--- config.mk ---
export PLATFORM = sky130hd
export DESIGN_NAME = window_sum_ctrl
export DESIGN_NICKNAME = d
export VERILOG_FILES = /design/src/rtl/window_sum_ctrl.sv
export SDC_FILE = /design/constraint.sdc
export NUM_CORES = 1
export LEC_CHECK = 0
export BUFFER_PORTS_ARGS = -buffer_cell sky130_fd_sc_hd__clkbuf_2
export CELL_PAD_IN_SITES_DETAIL_PLACEMENT = 1
export CELL_PAD_IN_SITES_GLOBAL_PLACEMENT = 2
export CORE_UTILIZATION = 32
export DETAILED_ROUTE_END_ITERATION = 12
export PLACE_DENSITY = 0.86
export SETUP_SLACK_MARGIN = 0.15
export SLEW_MARGIN = 15
export SYNTH_ARGS = -nofsm -noshare
export SYNTH_HDL_FRONTEND = slang
export SYNTH_SLANG_ARGS = --single-unit
--- constraint.sdc ---
create_clock -name clk -period 3.5 [get_ports clk]
set_input_delay 0.35 -clock clk [delete_from_list [all_inputs] [get_ports clk]]
set_output_delay 0.35 -clock clk [all_outputs]
set_load 0.02 [all_outputs]
--- src/rtl/window_sum_ctrl.sv ---
// window_sum_ctrl: sliding-window sum kept in an external FIFO. Build option
// WINDOW_SUM_CTRL_AVG_EN adds a registered avg output (total / DEPTH).
module window_sum_ctrl #(
    parameter int WIDTH = 8,
    parameter int DEPTH = 16
) (
    input  logic                             clk,
    input  logic                             srst,
    input  logic                             flush,
    input  logic                             s_valid,
    output logic                             s_ready,
    input  logic [WIDTH-1:0]                 s_data,
    output logic                             fifo_wr_en,
    output logic [WIDTH-1:0]                 fifo_din,
    output logic                             fifo_rd_en,
    input  logic [WIDTH-1:0]                 fifo_dout,
    input  logic                             fifo_valid,
    input  logic                             fifo_empty,
    output logic [WIDTH+$clog2(DEPTH)-1:0]   total,
    output logic                             total_valid,
    output logic                             window_full,
    output logic                             busy,
    output logic                             err
`ifdef WINDOW_SUM_CTRL_AVG_EN
    ,
    output logic [WIDTH-1:0]                 avg
`endif
);
    localparam int LG = $clog2(DEPTH);
    localparam int TW = WIDTH + LG;

    typedef enum logic [1:0] {CLEAR, FILL, SLIDE_RD, SLIDE_WR} state_t;

    state_t          state_q, state_d;
    logic [TW-1:0]   total_q, total_d;
    logic [LG:0]     count_q, count_d;
    logic [WIDTH-1:0] hold_q, hold_d;
    logic            err_q, err_d;
    logic            rd_pend_q, rd_pend_d;
    logic            xfer;

    assign total       = total_q;
    assign total_valid = (state_q == FILL) || (state_q == SLIDE_RD);
    assign window_full = (state_q == SLIDE_RD) || (state_q == SLIDE_WR);
    assign busy        = (state_q == CLEAR);
    assign err         = err_q;

    // Next-state, handshake and FIFO control; srst overrides flush, flush overrides everything else
    always_comb begin
        state_d    = state_q;
        total_d    = total_q;
        count_d    = count_q;
        hold_d     = hold_q;
        s_ready    = !srst && !flush && ((state_q == FILL) || (state_q == SLIDE_RD));
        xfer       = s_valid && s_ready;
        fifo_wr_en = 1'b0;
        fifo_din   = s_data;
        fifo_rd_en = 1'b0;
        case (state_q)
            CLEAR: begin
                fifo_rd_en = !srst && !flush && !fifo_empty;
                if (fifo_empty && !rd_pend_q) state_d = FILL;
            end
            FILL: if (xfer) begin
                fifo_wr_en = 1'b1;
                total_d    = total_q + TW'(s_data);
                count_d    = count_q + (LG+1)'(1);
                if (count_q == (LG+1)'(DEPTH-1)) state_d = SLIDE_RD;
            end
            SLIDE_RD: if (xfer) begin
                hold_d     = s_data;
                fifo_rd_en = 1'b1;
                state_d    = SLIDE_WR;
            end
            SLIDE_WR: if (fifo_valid) begin
                fifo_wr_en = !srst && !flush;
                fifo_din   = hold_q;
                total_d    = total_q + TW'(hold_q) - TW'(fifo_dout);
                state_d    = SLIDE_RD;
            end
        endcase
        rd_pend_d = fifo_rd_en;
        err_d     = err_q || (fifo_valid && !rd_pend_q) || (fifo_empty && window_full);
        if (flush) begin
            state_d = CLEAR;
            total_d = '0;
            count_d = '0;
        end
        if (srst) begin
            state_d   = CLEAR;
            total_d   = '0;
            count_d   = '0;
            hold_d    = '0;
            err_d     = 1'b0;
            rd_pend_d = 1'b0;
        end
    end

    // State and datapath registers
    always_ff @(posedge clk) begin
        state_q   <= state_d;
        total_q   <= total_d;
        count_q   <= count_d;
        hold_q    <= hold_d;
        err_q     <= err_d;
        rd_pend_q <= rd_pend_d;
    end

`ifdef WINDOW_SUM_CTRL_AVG_EN
    // Average registered alongside total so both change on the same edge
    always_ff @(posedge clk) begin
        avg <= total_d[TW-1:LG];
    end
`endif
endmodule

==> metrics.md, run 1 <==
| Metric | Value |
|---|---|
| Post-CTS Resized | `0` |
| Worst Hold Class | `input port to flop` |
| Synth Net Count | `390` |
| Startpoint types | `flop` |
| Filler cell count | `between 900 and 1000` |
| IO buf count | `between 40 and 50` |
| Iteration-0 DRC Markers | `86` |
| Cell area power density | `a little under 300 nW/um^2` |
| Async SR Flop Fraction | `0%` |
| Met1 GRT Util | `between 20% and 30%` |
| Minimum clock period | `between 2 and 3 ns` |
| Slew margin rel. | `59.66%` |
| GP Congestion | `roughly 0.86` |
| Initial core utilization | `about a third` |
| Clock-pin transition on the worst setup and hold timing paths | `0.07 ns` |
| Combinational share of power | `18.5%` |
| Switch share | `28.12%` |
| Worst slew pin tran | `approximately 0.61 ns` |
| First-pass GRT wire length | `~12 mm` |
| Met3 Resource Use GR | `under 10%` |
| Largest family of logic cells by synthesized area | `compound AO/OA/AOI/OAI gates` |
| Vias in the first global route | `2471` |
| Synthesized cell area | `approximately 2500 um^2` |
| Clk_skew | `between 0.009 and 0.01 ns` |
| Synth Area in Simple Gates | `between 10% and 20%` |
| Critical Path AT | `roughly 2.9 ns` |
| Top cells by area, synth | `dfxtp_1 (23%), ha_1 (14%), a21oi_1 (7.1%)` |
| Status | `complete, no violations` |
| Initial antenna violation count | `0` |
| Max Freq | `0.3625 GHz` |
| P_leak | `0.001365 uW` |
| Main synth FF type | `dfxtp_1` |
| Via-to-Cell Ratio | `about 5` |
| Psw | `about 240 uW` |
| DIE HEIGHT | `approximately 90 um` |
| Synth Area in Compound Gates | `a little under a quarter` |
| Yosys top cell area share | `22.78%` |
| CTS Sinks | `29` |
| # diodes | `0` |
| Place WS | `between 0.7 and 0.8 ns` |
| GR peak layer | `met2` |
| Area growth, synth to finish | `16.94%` |
| Die area | `8326 um^2` |
| Met2 layer usage reported by global route | `between 30% and 40%` |
| CTS max path bufs | `2` |
| Post-CTS Setup Bufs | `0` |
| Cells after synthesis | `about 330` |
| Synth Warn # | `0` |
| Area of the core | `around 7700 um^2` |
| Clock latency on the worst-skew pair | `0.28 ns` |
| Average size of a mapped cell | `around 7.7 um^2` |
| Sequential share of power | `between 30% and 40%` |
| Max VDD drop | `~0.11 mV` |
| Mean routed wirelength per cell | `15.54 um` |
| Top-count cell post-synth | `nand2_1` |
| Fin Setup TNS | `0 ns` |
| Final HPWL DP | `5.999 mm` |
| Crit Path Class | `flop to flop` |
| RSZ-0062 raised after global routing | `false` |
| CTS tree | `yes` |
| CP Capture Type | `flop` |
| Drt drc | `0` |
| Hold-fix buffers, CTS | `0` |
| Post-synth top cells | `nand2_1 (43), inv_1 (41), a21oi_1 (36)` |
| Fin crit share | `between 70% and 80%` |
| Via count of the routed design | `roughly 2500` |
| I/O pins | `49` |
| XOR/XNOR share of the synthesized area | `under 10%` |
| Htree depth | `2` |
| Final wirelength | `7.427 mm` |
| Sequential area share after synthesis | `about 23%` |
| Final setup violating endpoints | `0` |
| Final worst slack | `0.7416 ns` |
| Worst Path Required | `roughly 3.7 ns` |
| Clock share of power | `between 40% and 50%` |
| DR pass1 iterations | `4` |
| Final nets | `about 430` |
| Worst-path fanout max | `5` |
| Final Hold Fails | `0` |
| Die extent in x | `between 90 and 100 um` |
| Routed Antenna Nets | `0` |
| Pin count of the biggest net entering global routing | `22` |
| Mux cell area share after synthesis | `1.964%` |
| Share of layout cells above drive strength 1 | `16.49%` |
| Internal | `between 600 and 700 uW` |
| Cell taking the most area after synthesis | `dfxtp_1` |
| Total GRT Usage | `roughly a fifth` |
| Post-synth EDFFs | `0` |
| Fin. max-slew vios | `0` |
| Cell variety after synth | `45` |
| Post-layout util | `about 39%` |
| Root Driver | `clkbuf_8` |
| Adder-cell area share of the yosys netlist | `a little over a fifth` |
| #FFs+latches synth | `29` |
| Grt ovf | `0` |
| Number of placement rows | `32` |
| Clock buffers created by TritonCTS | `5` |
| MaxCap Viol Count | `0` |
## worst paths after layout
path                            slack, ns  cells after the start   endpoint       from
worst max-delay path                 0.74                     10  total[11]   total[2]
worst min-delay path                 0.34                      3  hold_q[6]  s_data[6]
worst max register to register       0.74                     10  total[11]   total[2]
worst min register to register       0.46                      2  hold_q[4]  hold_q[4]
## worst max-delay path: stages (launching register included)
cell	delay, ns
dfxtp_1	0.42
inv_1	0.09
fa_1	0.50
inv_1	0.04
ha_1	0.35
a21oi_1	0.23
nand2_1	0.15
a221oi_1	0.37
nor4_1	0.10
a311oi_1	0.27
a31oi_1	0.11
## cell families (layout without fill, tap and decap cells)
logic type / count (synthesis) / count (layout)
AND/OR/NAND/NOR: 97 / 97
multiplexers: 5 / 5
buffers and inverters: 53 / 98
adder cells (fa/ha/maj): 37 / 37
XOR/XNOR: 18 / 18
flip-flops: 29 / 29
AO/OA/AOI/OAI: 92 / 92
## power by group through the flow
stage,registers [uW],logic [uW],clock network [uW]
final,339,161,369
after global placement,347,157,0
after detailed placement,347,160,0
after global routing,340,179,383
after CTS,339,162,376
after floorplan,348,104,0
## routing by layer
layer,part of all wire (%),wire [um]
met4,0.96,71
met5,0,0
met2,44,3254
met3,3.0,225
met1,52,3876
## layout make-up
class                           instances  area [um^2]  share of cell area (%)
Clock inverter                          1        30.03                   1.008
Sequential cell                        29        580.6                   19.48
Tap cell                              102        127.6                   4.282
Multi-Input combinational cell        249         1754                   58.86
Inverter                               41        153.9                   5.164
Clock buffer                            7        86.33                   2.897
Timing Repair Buffer                   49        247.7                   8.312
## through the flow
step           power, uW  hold slack, ns  instance area, um^2  std cells
4_1_cts            877.7          0.3366                 2980        478
2_1_floorplan      451.7          0.4363                 2549        331
6_report           869.2          0.3432                 2980        478
3_3_place_gp       503.5          0.4413                 2864        470
3_5_place_dp       506.9          0.4498                 2864        470
5_1_grt            902.6          0.3568                 2980        478
## state kept, by name, summed over array words and instances, names as in the netlist
name,cells
total,12
err,1
rd_pend_q,1
hold_q,8
state_q,2
count_q,5
## cell usage in the layout, fill, tap and decap left out, types with 2 or more instances in the layout
cell type / instances
a221oi_1: 2
o21ai_0: 18
xnor2_1: 9
a21o_1: 6
mux2i_1: 5
a211oi_1: 7
a31oi_1: 2
nor3_1: 4
o211ai_1: 3
nor2b_1: 2
a311oi_1: 3
ha_1: 28
a21oi_1: 36
clkbuf_2: 48
nand2_1: 43
o221ai_1: 2
xor2_1: 9
inv_1: 41
o21ai_1: 2
clkbuf_8: 6
or2_2: 2
nor4_1: 3
and3_1: 2
fa_1: 9
o311ai_1: 2
nand3_1: 13
dfxtp_1: 29
nand4_1: 3
nor2_1: 20
Note: power is estimated with default switching activity, not from simulation.
==> run 2: changes to the inputs <==
--- a/config.mk
+++ b/config.mk
@@ -5,12 +5,13 @@
 export SDC_FILE = /design/constraint.sdc
 export NUM_CORES = 1
 export LEC_CHECK = 0
+export ABC_AREA = 1
 export BUFFER_PORTS_ARGS = -buffer_cell sky130_fd_sc_hd__clkbuf_2
 export CELL_PAD_IN_SITES_DETAIL_PLACEMENT = 1
 export CELL_PAD_IN_SITES_GLOBAL_PLACEMENT = 2
-export CORE_UTILIZATION = 32
+export CORE_UTILIZATION = 28
 export DETAILED_ROUTE_END_ITERATION = 12
-export PLACE_DENSITY = 0.86
+export PLACE_DENSITY = 0.83
 export SETUP_SLACK_MARGIN = 0.15
 export SLEW_MARGIN = 15
 export SYNTH_ARGS = -nofsm -noshare
==> constraint.sdc (replaced) <==
create_clock -name clk -period 2.45 [get_ports clk]
set_input_delay 0.245 -clock clk [delete_from_list [all_inputs] [get_ports clk]]
set_output_delay 0.245 -clock clk [all_outputs]
set_load 0.02 [all_outputs]
==> metrics.md, run 2 <==
| Metric | Value |
|---|---|
| Status | `complete, no violations` |
| MaxCap Viol Count | `0 (unchanged)` |
| Share of layout cells above drive strength 1 | `24.70% (+8.2 points)` |
| Clock-pin transition on the worst setup and hold timing paths | `0.08 ns (about the same)` |
| Root Driver | `clkbuf_8` |
| Iteration-0 DRC Markers | `99 (+15%)` |
| Area of the core | `9910 um^2 (+28%)` |
| Startpoint types | `flop` |
| Initial core utilization | `29.18% (-3.8 points)` |
| Final worst slack | `0.2581 ns (-0.4835 ns)` |
| Critical Path AT | `2.37 ns (-0.55 ns)` |
| Final Hold Fails | `0 (unchanged)` |
| P_leak | `0.001867 uW (+37%)` |
| Mean routed wirelength per cell | `14.72 um (-5.3%)` |
| I/O pins | `49 (unchanged)` |
| Total GRT Usage | `17.81% (-1.0 points)` |
| GP Congestion | `0.8076 (-6.3%)` |
| Place WS | `0.03503 ns (-0.7343 ns)` |
| Die extent in x | `103.6 um (+14%)` |
| CP Capture Type | `flop` |
| Sequential area share after synthesis | `20.08% (-2.7 points)` |
| Via count of the routed design | `2962 (+20%)` |
| Clk_skew | `0.01288 ns (+0.003854 ns)` |
| Clock buffers created by TritonCTS | `5 (unchanged)` |
| Crit Path Class | `flop to flop` |
| RSZ-0062 raised after global routing | `true` |
| Synth Net Count | `500 (+28%)` |
| CTS Sinks | `29 (unchanged)` |
| Worst Hold Class | `input port to flop` |
| CTS max path bufs | `2 (unchanged)` |
| Max Freq | `0.4562 GHz (+26%)` |
| Initial antenna violation count | `0 (unchanged)` |
| CTS tree | `yes` |
| IO buf count | `48 (unchanged)` |
| Hold Path Depth | `2 (-1)` |
| #FFs+latches synth | `29 (unchanged)` |
| Worst reg2reg path depth | `13 (+3)` |
| Post-layout util | `36.59% (-2.0 points)` |
| Drt drc | `0 (unchanged)` |
| Synthesized cell area | `2892 um^2 (+13%)` |
| Average size of a mapped cell | `6.557 um^2 (-15%)` |
| Cell area power density | `380.4 nW/um^2 (+30%)` |
| Clock latency on the worst-skew pair | `0.29 ns (about the same)` |
| Routed Antenna Nets | `0 (unchanged)` |
| Worst slew pin tran | `0.4995 ns (-0.1057 ns)` |
| Number of placement rows | `36 (+13%)` |
| Main synth FF type | `dfxtp_1` |
| Inst Count DP | `619 (+32%)` |
| # diodes | `0 (unchanged)` |
| Synth Warn # | `0 (unchanged)` |
| Yosys top cell area share | `20.08% (-2.7 points)` |
| First-pass GRT wire length | `15.24 mm (+22%)` |
| Fin. max-slew vios | `0 (unchanged)` |
| DIE HEIGHT | `103.6 um (+14%)` |
| Minimum clock period | `2.192 ns (-0.5665 ns)` |
| Fin Setup TNS | `0 ns (unchanged)` |
| Cell taking the most area after synthesis | `dfxtp_1` |
| Async SR Flop Fraction | `0% (unchanged)` |
| Top-count cell post-synth | `nand2_1` |
| Worst Path Required | `2.63 ns (-1.03 ns)` |
| Die area | `10740 um^2 (+29%)` |
| Final nets | `557 (+28%)` |
| Vias in the first global route | `3067 (+24%)` |
| Final setup violating endpoints | `0 (unchanged)` |
| Hold-fix buffers, CTS | `0 (unchanged)` |
| Post-synth top cells | `nand2_1 (106), inv_1 (83), nor2_1 (41)` |
| Pin count of the biggest net entering global routing | `19 (-14%)` |
| Fin crit share | `89.47% (+11 points)` |
| Slew margin rel. | `66.62% (+7.0 points)` |
| Worst-path fanout max | `4 (-1)` |
| Top cells by area, synth | `dfxtp_1 (20%), nand2_1 (14%), ha_1 (12%)` |
| Cell variety after synth | `35 (-22%)` |
| DR pass1 iterations | `4 (unchanged)` |
| Max reg flops | `12 (unchanged)` |
| Cells after synthesis | `441 (+33%)` |
| Fin cells | `631 (+32%)` |
| Max VDD drop | `0.1954 mV (+71%)` |
| Htree depth | `2 (unchanged)` |
| Final HPWL DP | `7.400 mm (+23%)` |
| Commonest non-fill, non-tap cell in the layout | `nand2_1` |
| Final wirelength | `9.286 mm (+25%)` |
| Grt ovf | `0 (unchanged)` |
| Area growth, synth to finish | `25.40%` |
| Most frequent cells in the layout | `nand2_1 (98), inv_1 (80), clkbuf_2 (48)` |
| Via-to-Cell Ratio | `4.694 (-8.8%)` |
| Post-synth EDFFs | `0 (unchanged)` |
run 2: critical path, stage by stage, from the launching register on:
cell and delay, ns:
dfxtp_1 0.35, inv_1 0.08, fa_1 0.50, inv_1 0.07, ha_4 0.32, nand2_1 0.11, nor2_1 0.14, nand3_1 0.08
nand3_1 0.13, nand2_1 0.07, nand2_1 0.05, nor2_1 0.05, nor2_1 0.10, nor2_1 0.05
run 2: repair_timing:
action / in CTS / in global routing
endpoints found under the setup margin: 8 / 9
resized for setup: 12 / 33
pin swaps: 0 / 10
buffers inserted: 0 / 5
run 2: cells by family (layout without fill, tap and decap cells):
family | count (synthesis) | count (layout) | share of synthesized area, %
AO/OA/AOI/OAI | 69 | 69 | 15.06
XOR/XNOR | 6 | 6 | 1.817
adder cells (fa/ha/maj) | 37 | 37 | 18.35
buffers and inverters | 96 | 153 | 13.46
flip-flops | 29 | 29 | 20.08
AND/OR/NAND/NOR | 204 | 204 | 31.24
run 2: final cells by class:
| class | instances | area, um^2 |
|---|---|---|
| clock buffer | 5 | 68.82 |
| multi-input combinational | 316 | 2110 |
| sequential | 29 | 593.1 |
| timing repair buffer | 59 | 322.8 |
| inverter | 87 | 330.3 |
| clock inverter | 2 | 35.03 |
| tap | 133 | 166.4 |
| fill | 1306 | 6284 |
run 2: final timing paths:
check,start,endpoint,slack (ns)
worst max-delay path,total[6],total[10],0.26
worst min-delay path,fifo_empty,rd_pend_q,0.18
worst max register to register,total[6],total[10],0.26
worst min register to register,count_q[3],count_q[3],0.46
run 2: report_power, final:
part           total, uW  switching (uW)  internal, uW
combinational        388             246           143
clock                501             206           296
sequential           490            9.21           481
run 2: metrics by stage:
| stage | cell area (um^2) | power (uW) | hold slack, ns |
|---|---|---|---|
| final | 3626 | 1380 | 0.1838 |
| after global routing | 3626 | 1460 | 0.1899 |
| after CTS | 3461 | 1367 | 0.1789 |
| after detailed placement | 3286 | 843.1 | 0.4513 |
| after global placement | 3286 | 835.2 | 0.4359 |
| after floorplan | 2893 | 734.7 | 0.3510 |
run 2: per-layer routing:
metal,routed length [um],track usage [%]
met1,4169,21.47
met2,4795,32.89
met3,220,2.517
met4,100,4.451
met5,0,0
==> run 3: changes to the inputs <==
--- a/config.mk
+++ b/config.mk
@@ -7,11 +7,12 @@
 export LEC_CHECK = 0
 export ABC_AREA = 1
 export BUFFER_PORTS_ARGS = -buffer_cell sky130_fd_sc_hd__clkbuf_2
+export CAP_MARGIN = 30
 export CELL_PAD_IN_SITES_DETAIL_PLACEMENT = 1
 export CELL_PAD_IN_SITES_GLOBAL_PLACEMENT = 2
 export CORE_UTILIZATION = 28
 export DETAILED_ROUTE_END_ITERATION = 12
-export PLACE_DENSITY = 0.83
+export PLACE_DENSITY = 0.74
 export SETUP_SLACK_MARGIN = 0.15
 export SLEW_MARGIN = 15
 export SYNTH_ARGS = -nofsm -noshare
==> metrics.md, run 3 (synthesis gave the netlist of run 2 again) <==
| Metric | Value |
|---|---|
| Clk_skew | `0.01283 ns (-0.00004600 ns)` |
| Routed Antenna Nets | `0 (unchanged)` |
| Clock buffers created by TritonCTS | `5 (unchanged)` |
| Die extent in x | `103.6 um (unchanged)` |
| DIE HEIGHT | `103.6 um (unchanged)` |
| DR pass1 iterations | `4 (unchanged)` |
| Initial antenna violation count | `0 (unchanged)` |
| Worst Hold Class | `input port to flop` |
| Drt drc | `0 (unchanged)` |
| R2r setup slk | `0.27 ns (about the same)` |
| Clock-pin transition on the worst setup and hold timing paths | `0.08 ns (about the same)` |
| Final Cell Area | `3627 um^2 (about the same)` |
| Crit path launch | `total[1]` |
| Worst-path fanout max | `4 (unchanged)` |
| Pin count of the biggest net entering global routing | `19 (unchanged)` |
| Status | `complete, no violations` |
| Final setup violating endpoints | `0 (unchanged)` |
| Fin. max-slew vios | `0 (unchanged)` |
| CP Capture Type | `flop` |
| Worst Path Required | `2.68 ns (+0.05 ns)` |
| I/O pins | `49 (unchanged)` |
| Max reg flops | `12 (unchanged)` |
| Iteration-0 DRC Markers | `72 (-27%)` |
| Final wirelength | `9.260 mm (-0.28%)` |
| CTS tree | `yes` |
| Worst reg2reg path depth | `12 (-1)` |
| Startpoint types | `flop` |
| RSZ-0062 raised after global routing | `true` |
| Max Freq | `0.4583 GHz (+0.47%)` |
| First-pass GRT wire length | `15.08 mm (-1.0%)` |
| Area of the core | `9910 um^2 (unchanged)` |
| Vias in the first global route | `2965 (-3.3%)` |
| Htree depth | `2 (unchanged)` |
| Fin Setup TNS | `0 ns (unchanged)` |
| Fin crit share | `89.05% (-0.42 points)` |
| Crit-path max cell delay | `0.55 ns (+0.05 ns)` |
| Final HPWL DP | `7.491 mm (+1.2%)` |
| Cell area power density | `389.5 nW/um^2 (+2.4%)` |
| Slew margin rel. | `65.38% (-1.2 points)` |
| Root Driver | `clkbuf_8` |
| CP cell instances | `inv_1 -> fa_1 -> inv_2 -> ha_1 -> nand3_1 -> nand3_2 -> buf_4 -> xor2_1 -> nand2_1 -> nand3_1 -> o211ai_2 -> inv_2` |
| Commonest non-fill, non-tap cell in the layout | `nand2_1` |
| Cell family with the largest share of critical-path delay | `adder cells` |
| Hold EP | `rd_pend_q` |
| Reg2reg end | `total[3]` |
| Worst slew pin tran | `0.5180 ns (+0.01854 ns)` |
| Grt ovf | `0 (unchanged)` |
| Hold Path Depth | `2 (unchanged)` |
| Hold-fix buffers, CTS | `0 (unchanged)` |
| Mean routed wirelength per cell | `14.58 um (-0.91%)` |
| Final Hold Fails | `0 (unchanged)` |
| P_leak | `0.001881 uW (+0.72%)` |
| Critical path buffer and inverter count | `4 (+2)` |
| Hold Crit Start | `fifo_empty` |
| IO buf count | `48 (unchanged)` |
| Area growth, synth to finish | `25.44% (about the same)` |
| CTS Sinks | `29 (unchanged)` |
| Crit Reg-Reg Startpoint | `total[1]` |
| Placed cell areas | `3308 um^2 (+0.69%)` |
| Total GRT Usage | `17.79% (-0.023 points)` |
| GP Congestion | `0.7820 (-3.2%)` |
| Crit-path slowest cell | `fa_1` |
| Final worst slack | `0.2683 ns (+0.01018 ns)` |
| MaxCap Viol Count | `0 (unchanged)` |
| Minimum clock period | `2.182 ns (-0.01018 ns)` |
| Via count of the routed design | `2957 (-0.17%)` |
| Number of placement rows | `36 (unchanged)` |
| Most frequent cells in the layout | `nand2_1 (101), inv_1 (80), clkbuf_2 (48)` |
| Share of layout cells above drive strength 1 | `24.70% (about the same)` |
| CTS max path bufs | `2 (unchanged)` |
| Total power | `1413 uW (+2.4%)` |
| Initial core utilization | `29.18% (unchanged)` |
| Max VDD drop | `0.2241 mV (+15%)` |
| Place WS | `0.04736 ns (+0.01233 ns)` |
| Via-to-Cell Ratio | `4.657 (-0.80%)` |
| Clock latency on the worst-skew pair | `0.29 ns (about the same)` |
| Critical Path AT | `2.42 ns (+0.05 ns)` |
| Filler cell count | `1321 (+1.1%)` |
| Die area | `10740 um^2 (unchanged)` |
| Crit Path Class | `flop to flop` |
| Final nets | `560 (+0.54%)` |
| # diodes | `0 (unchanged)` |
## run 3: cell types whose count changed in the layout (fill, tap and decap cells not counted), moves of 2 or more
cell / change
nand3_2: +2
nand2_2: -2
nand2_1: +3
nand3_4: -2
buf_4: +3
## run 3: area by class of cell
class | instances | area, um^2 | share of cell area, %
inverters | 87 | 330.3 | 9.107
clock buffers | 6 | 82.58 | 2.277
flip-flops and latches | 29 | 590.6 | 16.28
clock inverters | 2 | 37.54 | 1.035
multi-input cells | 316 | 2074 | 57.19
repair buffers | 62 | 345.3 | 9.521
well taps | 133 | 166.4 | 4.588
## run 3: worst max-delay path by stage
stage / to / cells past startpoint
after detailed placement: total[5] / 12
after global placement: total[5] / 12
final: total[3] / 12
after CTS: total[6] / 14
after global routing: total[9] / 15
after floorplan: total[8] / 14
## run 3: report_power, final
group / internal [uW] / switching [uW]
registers: 481 / 8.68
logic: 140 / 242
clock network: 331 / 210
total: 952 / 461
## run 3: worst register-to-register path, delay by kind of cell, from the launching register on
kind            cells  cell delay [ns]
xor+xnor            1             0.17
fa+ha+maj           2             0.85
simple gates        4             0.38
flops               1             0.33
compound gates      1             0.08
buf+inv             4             0.31
## run 3: repair_timing
action,in CTS,in global routing
pin swaps,0,11
setup endpoints to repair,7,9
buffers inserted,0,5
gates resized for setup,7,31
hold endpoints to repair,0,0
## run 3: through the flow
| stage | hold WS (ns) | instances | utilization (%) |
|---|---|---|---|
| floorplan | 0.3510 | 441 | - |
| global placement | 0.4370 | 622 | 33.38 |
| detailed placement | 0.4563 | 622 | 33.38 |
| CTS | 0.1779 | 630 | 34.87 |
| global route | 0.2073 | 635 | 36.60 |
| finish | 0.1877 | 635 | 36.60 |
## run 3: per-layer routing
| layer | routed length [um] | vias to the layer above | GRT usage, % |
|---|---|---|---|
| met2 | 4463 | 40 | 30.68 |
| met4 | 85 | 0 | 4.037 |
| met1 | 4466 | 1390 | 23.29 |
| li1 | - | 1522 | - |
| met5 | 0 | - | 0 |
| met3 | 245 | 5 | 2.580 |
